<file path="src/rtl/hfrv_mem_arbiter_if.sv">
// hfrv_mem_arbiter_if: request/acknowledge port shared by the masters of the
// HF-RISC memory arbiter.
//   req    master -> arbiter  request, held with fields stable until ack
//   addr   master -> arbiter  byte address (ADDR_W)
//   wdata  master -> arbiter  write data (DATA_W)
//   wstrb  master -> arbiter  byte strobes (DATA_W/8), all-zero = read
//   ack    arbiter -> master  one-cycle completion pulse
//   rdata  arbiter -> master  read data, valid only while ack is high
interface hfrv_mem_arbiter_if #(
  parameter int unsigned ADDR_W = 32,
  parameter int unsigned DATA_W = 32
);
  localparam int unsigned STRB_W = DATA_W / 8;

  logic              req;
  logic [ADDR_W-1:0] addr;
  logic [DATA_W-1:0] wdata;
  logic [STRB_W-1:0] wstrb;
  logic              ack;
  logic [DATA_W-1:0] rdata;

  modport master (output req, addr, wdata, wstrb, input ack, rdata);
  modport slave  (input req, addr, wdata, wstrb, output ack, rdata);
endinterface

</file>
<file path="src/rtl/hfrv_mem_arbiter.sv">
// hfrv_mem_arbiter: round-robin arbiter sharing one synchronous RAM port
// between the CPU core (m0) and the loader/debug master (m1). One access at a
// time is sequenced through IDLE -> ACCESS -> WAIT* -> DONE, with WAIT_STATES
// extra memory cycles per access.
// Ports:
//   clk, reset       clock (rising edge), asynchronous active-high reset
//   m0, m1           slave side of the master request/acknowledge ports
//   mem_en           one-cycle memory access strobe (ACCESS state)
//   mem_addr/wdata/wstrb  memory request fields, zero outside ACCESS
//   mem_rdata        memory read data, valid from the cycle after mem_en
//   busy             high in every state except IDLE
// Optional feature, macro HFRV_MEM_ARB_PERF_EN: adds perf_m0_cnt, perf_m1_cnt
// (acks per master) and perf_conflict_cnt (contended arbitration cycles).
module hfrv_mem_arbiter #(
  parameter int unsigned ADDR_W      = 32,
  parameter int unsigned DATA_W      = 32,
  parameter int unsigned WAIT_STATES = 1
) (
  input  logic                clk,
  input  logic                reset,
  hfrv_mem_arbiter_if.slave   m0,
  hfrv_mem_arbiter_if.slave   m1,
  output logic                mem_en,
  output logic [ADDR_W-1:0]   mem_addr,
  output logic [DATA_W-1:0]   mem_wdata,
  output logic [DATA_W/8-1:0] mem_wstrb,
  input  logic [DATA_W-1:0]   mem_rdata,
  output logic                busy
`ifdef HFRV_MEM_ARB_PERF_EN
  ,
  output logic [31:0]         perf_m0_cnt,
  output logic [31:0]         perf_m1_cnt,
  output logic [31:0]         perf_conflict_cnt
`endif
);

  localparam int unsigned STRB_W = DATA_W / 8;
  localparam int unsigned CNT_W  = 3;
  localparam logic [CNT_W-1:0] WAIT_LOAD = CNT_W'(WAIT_STATES);

  typedef enum logic [1:0] {
    ST_IDLE   = 2'd0,
    ST_ACCESS = 2'd1,
    ST_WAIT   = 2'd2,
    ST_DONE   = 2'd3
  } state_t;

  state_t            r_state;
  state_t            w_next_state;
  logic              r_grant;
  logic              w_next_grant;
  logic              r_last_grant;
  logic              w_next_last_grant;
  logic [CNT_W-1:0]  r_wait_cnt;
  logic [CNT_W-1:0]  w_next_wait_cnt;
  logic              w_other_req;

  // Request of the master that is not currently granted
  assign w_other_req = r_grant ? m0.req : m1.req;

  // State register; last_grant resets to 1 so m0 wins the first tie
  always_ff @(posedge clk or posedge reset) begin
    if (reset) begin
      r_state      <= ST_IDLE;
      r_grant      <= 1'b0;
      r_last_grant <= 1'b1;
      r_wait_cnt   <= '0;
    end else begin
      r_state      <= w_next_state;
      r_grant      <= w_next_grant;
      r_last_grant <= w_next_last_grant;
      r_wait_cnt   <= w_next_wait_cnt;
    end
  end

  // Next-state and arbitration
  always_comb begin
    w_next_state      = r_state;
    w_next_grant      = r_grant;
    w_next_last_grant = r_last_grant;
    w_next_wait_cnt   = r_wait_cnt;
    unique case (r_state)
      ST_IDLE: begin
        if (m0.req || m1.req) begin
          w_next_state = ST_ACCESS;
          // Tie goes to whoever was not served last
          if (m0.req && m1.req) w_next_grant = ~r_last_grant;
          else                  w_next_grant = m1.req;
        end
      end
      ST_ACCESS: begin
        w_next_wait_cnt = WAIT_LOAD;
        w_next_state    = (WAIT_LOAD != '0) ? ST_WAIT : ST_DONE;
      end
      ST_WAIT: begin
        w_next_wait_cnt = r_wait_cnt - CNT_W'(1);
        if (r_wait_cnt <= CNT_W'(1)) w_next_state = ST_DONE;
      end
      ST_DONE: begin
        w_next_last_grant = r_grant;
        // Only the other master may chain straight into a new access;
        // the just-acknowledged master goes back through IDLE
        if (w_other_req) begin
          w_next_grant = ~r_grant;
          w_next_state = ST_ACCESS;
        end else begin
          w_next_state = ST_IDLE;
        end
      end
      default: w_next_state = ST_IDLE;
    endcase
  end

  // Output decode from the current state and grant
  always_comb begin
    mem_en    = 1'b0;
    mem_addr  = '0;
    mem_wdata = '0;
    mem_wstrb = '0;
    m0.ack    = 1'b0;
    m0.rdata  = '0;
    m1.ack    = 1'b0;
    m1.rdata  = '0;
    busy      = (r_state != ST_IDLE);
    unique case (r_state)
      ST_ACCESS: begin
        mem_en = 1'b1;
        if (r_grant) begin
          mem_addr  = m1.addr;
          mem_wdata = m1.wdata;
          mem_wstrb = m1.wstrb;
        end else begin
          mem_addr  = m0.addr;
          mem_wdata = m0.wdata;
          mem_wstrb = m0.wstrb;
        end
      end
      ST_DONE: begin
        // Write acks return zero data
        if (r_grant) begin
          m1.ack   = 1'b1;
          m1.rdata = (m1.wstrb == STRB_W'(0)) ? mem_rdata : '0;
        end else begin
          m0.ack   = 1'b1;
          m0.rdata = (m0.wstrb == STRB_W'(0)) ? mem_rdata : '0;
        end
      end
      default: ;
    endcase
  end

`ifdef HFRV_MEM_ARB_PERF_EN
  logic w_arb_state;

  // Arbitration happens only in IDLE and DONE
  assign w_arb_state = (r_state == ST_IDLE) || (r_state == ST_DONE);

  // Performance counters, free-running with natural 32-bit wrap
  always_ff @(posedge clk or posedge reset) begin
    if (reset) begin
      perf_m0_cnt       <= '0;
      perf_m1_cnt       <= '0;
      perf_conflict_cnt <= '0;
    end else begin
      if ((r_state == ST_DONE) && !r_grant) perf_m0_cnt <= perf_m0_cnt + 32'd1;
      if ((r_state == ST_DONE) &&  r_grant) perf_m1_cnt <= perf_m1_cnt + 32'd1;
      if (w_arb_state && m0.req && m1.req)
        perf_conflict_cnt <= perf_conflict_cnt + 32'd1;
    end
  end
`endif

endmodule

</file>
<file path="src/flat_wrapper.sv">
// flat-port wrapper written by rule: the top's interface ports become plain ports
module hfrv_mem_arbiter_flat 
#(
  parameter int unsigned ADDR_W      = 32,
  parameter int unsigned DATA_W      = 32,
  parameter int unsigned WAIT_STATES = 1
)
  (clk, reset, mem_en, mem_addr, mem_wdata, mem_wstrb, mem_rdata, busy, m0_req, m0_addr, m0_wdata, m0_wstrb, m0_ack, m0_rdata, m1_req, m1_addr, m1_wdata, m1_wstrb, m1_ack, m1_rdata);
  hfrv_mem_arbiter_if #(.ADDR_W(ADDR_W), .DATA_W(DATA_W)) m0_i ();
  hfrv_mem_arbiter_if #(.ADDR_W(ADDR_W), .DATA_W(DATA_W)) m1_i ();
  input  logic clk;
  input  logic reset;
  output logic mem_en;
  output logic [ADDR_W-1:0] mem_addr;
  output logic [DATA_W-1:0] mem_wdata;
  output logic [DATA_W/8-1:0] mem_wstrb;
  input  logic [DATA_W-1:0] mem_rdata;
  output logic busy;
  input wire logic [$bits(m0_i.req)-1:0] m0_req;
  input wire logic [$bits(m0_i.addr)-1:0] m0_addr;
  input wire logic [$bits(m0_i.wdata)-1:0] m0_wdata;
  input wire logic [$bits(m0_i.wstrb)-1:0] m0_wstrb;
  output wire logic [$bits(m0_i.ack)-1:0] m0_ack;
  output wire logic [$bits(m0_i.rdata)-1:0] m0_rdata;
  input wire logic [$bits(m1_i.req)-1:0] m1_req;
  input wire logic [$bits(m1_i.addr)-1:0] m1_addr;
  input wire logic [$bits(m1_i.wdata)-1:0] m1_wdata;
  input wire logic [$bits(m1_i.wstrb)-1:0] m1_wstrb;
  output wire logic [$bits(m1_i.ack)-1:0] m1_ack;
  output wire logic [$bits(m1_i.rdata)-1:0] m1_rdata;
  assign m0_i.req = m0_req;
  assign m0_i.addr = m0_addr;
  assign m0_i.wdata = m0_wdata;
  assign m0_i.wstrb = m0_wstrb;
  assign m0_ack = m0_i.ack;
  assign m0_rdata = m0_i.rdata;
  assign m1_i.req = m1_req;
  assign m1_i.addr = m1_addr;
  assign m1_i.wdata = m1_wdata;
  assign m1_i.wstrb = m1_wstrb;
  assign m1_ack = m1_i.ack;
  assign m1_rdata = m1_i.rdata;
  hfrv_mem_arbiter #(.ADDR_W(ADDR_W), .DATA_W(DATA_W), .WAIT_STATES(WAIT_STATES)) u_core (.clk(clk), .reset(reset), .m0(m0_i), .m1(m1_i), .mem_en(mem_en), .mem_addr(mem_addr), .mem_wdata(mem_wdata), .mem_wstrb(mem_wstrb), .mem_rdata(mem_rdata), .busy(busy));
endmodule
</file>
<file path="config.mk">
export PLATFORM = sky130hd
export DESIGN_NAME = hfrv_mem_arbiter_flat
export DESIGN_NICKNAME = d
export VERILOG_FILES = /design/src/rtl/hfrv_mem_arbiter_if.sv /design/src/rtl/hfrv_mem_arbiter.sv /design/src/flat_wrapper.sv
export SDC_FILE = /design/constraint.sdc
export NUM_CORES = 1
export LEC_CHECK = 0
export CAP_MARGIN = 20
export CORE_AREA = 4 4 116 118
export DETAILED_ROUTE_END_ITERATION = 10
export DIE_AREA = 0 0 120 122
export PLACE_DENSITY = 0.67
export SYNTH_ARGS = -nofsm -noshare
export SYNTH_HDL_FRONTEND = slang
export SYNTH_SLANG_ARGS = --single-unit
</file>
<file path="constraint.sdc">
create_clock -name clk -period 1.8 [get_ports clk]
set_input_delay 0.45 -clock clk [delete_from_list [all_inputs] [get_ports clk]]
set_output_delay 0.45 -clock clk [all_outputs]
set_load 0.02 [all_outputs]
</file>
* Word-level counts from Yosys, hierarchy flattened *
Cells that the tools add are included.

word-level totals
  bits in registers = 7
  input port bits = 172
  output and inout port bits = 136
  logic and storage cells = 51

operators by class
  add/subtract/negate cells = 1
  magnitude comparators = 1
  equal/unequal tests = 6
  mux-type cells = 27
  bitwise logic cells = 2
  reduce and logical (&&, ||, !) cells = 10

operator list
  kind                                                                   number
  32-bit two-way mux                                                     10
  1-bit two-way mux                                                      10
  4-bit logical NOT                                                      2
  4-bit two-way mux                                                      2
  2-bit one-hot mux with 4 select lines                                  1
  2-bit by 1-bit != test with 1-bit output, second input constant        3
  3-bit one-hot mux with 2 select lines                                  1
  2-bit nonzero test                                                     3
  2-bit == test, second input constant                                   2
  2-bit two-way mux                                                      2
  3-bit by 1-bit <= comparator with 1-bit output, second input constant  1
  3-bit AND reduction                                                    1
  3-bit by 1-bit subtractor with 3-bit output, second input constant     1
  2-bit by 1-bit == test with 1-bit output, second input constant        1
  2-bit logical NOT                                                      1
  1-bit inverter                                                         2
  1-bit one-hot mux with 2 select lines                                  1
  2-bit AND reduction                                                    1
  1-bit logical AND                                                      1
  1-bit logical OR                                                       1

* Logic depth before layout (Yosys ltp) *
  depth in word-level cells = 4
  gate-level depth with buffers = 5
  depth with buffers taken out = 5

* Worst setup path after synthesis *
No wires, ideal clock.

  path kind = reg2out
  start point = register u_core.r_state[1]
  end point = output port mem_wdata[14]
  arrival = 1630 ps
  required time = 1350 ps
  path slack = -280 ps
  cell stages (with the launch flop) = 6
  buffers on the path = 2
  path through = dfrtp_1 > inv_1 > ha_1 > clkbuf_1 > clkbuf_1 > nor2b_1

on the way
  longest elaborated chain between the ends = 2

RTL lines
  what                                      RTL line                 text
  start, declared                           hfrv_mem_arbiter.sv:48   state_t r_state;
  start signal, assigned                    hfrv_mem_arbiter.sv:69   r_state <= w_next_state;
  2-bit by 1-bit == test with 1-bit output  hfrv_mem_arbiter.sv:125  unique case (r_state)
  32-bit two-way mux                        hfrv_mem_arbiter.sv:125
  end, declared                             flat_wrapper.sv:15       output logic [DATA_W-1:0] mem_wdata;

No other way between the ends.

* Final worst setup path *
  start point = input port m0_wstrb[2]
  end point = output port m0_rdata[4]

on the way
  longest elaborated chain between the ends = 4

RTL lines
  what                RTL line                 text
  start, declared     flat_wrapper.sv:22       input wire logic [$bits(m0_i.wstrb)-1:0] m0_wstrb;
  4-bit logical NOT   hfrv_mem_arbiter.sv:145  m0.rdata = (m0.wstrb == STRB_W'(0)) ? mem_rdata : '0;
  32-bit two-way mux  hfrv_mem_arbiter.sv:145
  32-bit two-way mux  hfrv_mem_arbiter.sv:140  if (r_grant) begin
  32-bit two-way mux  hfrv_mem_arbiter.sv:125
  end, declared       flat_wrapper.sv:24       output wire logic [$bits(m0_i.rdata)-1:0] m0_rdata;

No other way between the ends.

==> results.md <==
* Top-level I/O count at 308
* R2R cell count at 6
* N_diodes at 0
* Clock Skew at between 0.003 and 0.004 ns
* Internal power at approximately 4.8 mW
* Final hold violations at 0
* Switch share at 0.418
* Routability cong. at 0.839
* Worst path most repeated cell: buf_6
* Rows at 41
* Most numerous cell in the Yosys netlist: nor2b_1
* Post-Syn Nets at 454
* Die Area at approximately 15,000 µm²
* Final setup margin at -0.213 ns
* Final Cycle Share at 1.12
* Drt first-iter violations at about 110
* Post-Syn Instances at approximately 280
* Vias at approximately 3,500
* Fin nets at between 800 and 900
* Post-Syn Area at 2150 µm²
* Max stage delay on crit path at 0.22 ns
* Initial Util at 0.172
* Largest net degree at the start of global routing at 34
* Failing checks: setup timing
* TritonRoute pass-1 iters at 4
* Worst setup EP type: output pin
* Max VDD drop at around 0.79 mV
* Clock-pin slew on the worst setup and hold paths at 0.04 ns
* Synth Warn # at 0
* Final Slew Violations at 0
* Crit path cell chain: clkdlybuf4s15_2, nor4_4, buf_4, buf_6, buf_8, and3_4, buf_6
* Setup violators final at 135
* Clk_lat worst skew at 0.23 ns
* CTS Root Cell: clkbuf_16
* RR Startpoint: u_core.r_grant
* Number of fillers in the final layout at about 1,100
* Critical path's slowest cell: clkdlybuf4s15_2
* Static Leak at 3.13 nW
* Setup TNS Final at -20.32 ns
* Synth unique cells at 30
* Area of the core at ~12,000 µm²
* Synth cell count leaders: 70 x nor2b_1, 69 x mux2i_1, 64 x and3_1
* Die Ht at about 120 µm
* CTS tree: yes
* Required time worst endpoint at roughly 1.4 ns
* Post-synth ARST share at 1.00
* Slew HR at 0.784
* Fmax at between 400 and 500 MHz
* Sequential Area at about 180 µm²
* Hpwl dp at around 11,000 µm
* Post-synth EDFFs at 0
* Pwr Density at between 1000 and 1500 nW/µm²
* Clock share of power at 0.047
* Area of the multi-input gates at between 2000 and 2500 µm²
* Routed vias/inst at 4.45
* Vias in the first global route at about 3,500
* CP startpoint kind: primary input
* # H-tree levels at 1
* R2r setup slk at approximately 0.030 ns
* CTS Sinks at 7
* First-pass GRT wire length at 20,900 µm
* Chip width at 120 µm
* Worst Path Max Fanout at 8
* Synth top area share at 0.322
* Syn_area_per_cell at 7.77 µm²
* CP Launch Point: m0_wstrb[2]
* RSZ-0062 raised after global routing: true
* Synth area leader: mux2i_1
* RR Endpoint: u_core.r_grant
* Layout cells sized above 1 at 0.535
* Overall Power at 8.19 mW
* Area grow syn2layout at 229%
* Max cap viols at 0
* Min cycle time layout at a little over 2 ns
* Clk buf depth at 2
* Placement Setup Slack at -0.921 ns
* GRT overflow at 0
* NetSw at 3.42 mW
* Seq cells post-synth at 7
* Initial antenna violation count at 0
* Drt total wl at between 15,000 and 20,000 µm
* Seq pwr share at 0.042
* Actual slew at the worst max-slew pin at 0.323 ns
* Hold_buf cts at 0
* Sequential share of the synthesized area at 0.0822
* Comb power frac at 0.911
* Hold crit path type: in2async
* Worst Path Arrival at 1.56 ns
* TritonCTS buffer count at 3
* Ys flop type: dfrtp_1
* IO buf count at 307
* Total track usage at 0.181
* Remaining DRCs at 0
* Most area-consuming cells after synthesis: mux2i_1 32%, nor2b_1 20%, and3_1 19%
* Per-cell routed wire length at 20.2 µm
* Status: complete, but fails checks
* WS Path Type: in2out
* Antenna Nets Post-Route at 0
==> worst max path at each step <==
stage,end,depth (start not counted)
after floorplan,m0_rdata[22],4
after global placement,m1_rdata[24],5
after detailed placement,m0_rdata[1],5
after CTS,m1_rdata[28],6
after global routing,m0_rdata[0],7
final,m0_rdata[4],7
==> metal layers <==
layer  up-vias  global-route usage  share of wire
met1      1675               0.227           0.40
met5         -                   0              0
met2       158               0.324           0.52
met4         0              0.0322          0.012
met3        24              0.0344          0.065
li1       1682                   -              -
==> logic make-up after synthesis <==
group | share of synthesized area
and+or+nand+nor | 0.440
muxes | 0.338
buffers and inverters | 0.0706
AOI/OAI and AO/OA | 0.0344
DFF | 0.0822
adders and majority gates | 0.0350
==> placed cells by master (no fill, tap or decap), types with 7 or more instances in the layout <==
master	Yosys	layout
nor2b_4	0	27
buf_4	3	60
and3_4	0	41
buf_12	0	9
and3_2	0	12
mux2i_1	69	46
buf_16	0	7
mux2i_4	0	12
mux2i_2	0	11
and3_1	64	11
clkbuf_16	0	14
clkdlybuf4s50_1	0	163
buf_8	0	7
buf_6	0	109
nor2b_1	70	40
==> critical path: cells and delay by family <==
| kind | cells | cell delay, ns |
|---|---|---|
| simple gates | 2 | 0.36 |
| buf+inv | 5 | 0.75 |
==> power by group through the flow <==
stage,Sequential [mW],Clock [mW],Combinational [mW]
6_report,0.346,0.385,7.46
3_5_place_dp,0.330,0,5.50
3_3_place_gp,0.327,0,5.44
5_1_grt,0.360,0.405,7.84
4_1_cts,0.332,0.387,5.70
2_1_floorplan,0.295,0,3.15
==> per-stage QoR <==
stage	std cells	area, µm²	util	hold slack [ns]
CTS	771	6210	0.498	0.464
finish	795	7070	0.567	0.456
detailed placement	748	5780	0.464	0.519
global route	795	7070	0.567	0.504
floorplan	276	2340	-	0.253
global placement	748	5780	0.464	0.486
==> registers in the layout, summed over array words and instances, names as in the netlist <==
register,count
u_core.r_wait_cnt,3
u_core.r_grant,1
u_core.r_state,2
u_core.r_last_grant,1
==> cell type report <==
cell class,instances,area share
clock buffer,4,0.0112
inverter,8,0.00425
multi-input combinational,234,0.349
sequential,7,0.0255
tap,172,0.0305
timing repair buffer,370,0.580
==> repair_timing <==
action	CTS	global route
setup endpoints to repair	136	136
buffers inserted	12	10
resized for setup	802	133
pin swaps	12	7
gates cloned	7	16
Power figures use the tool's default switching activity.
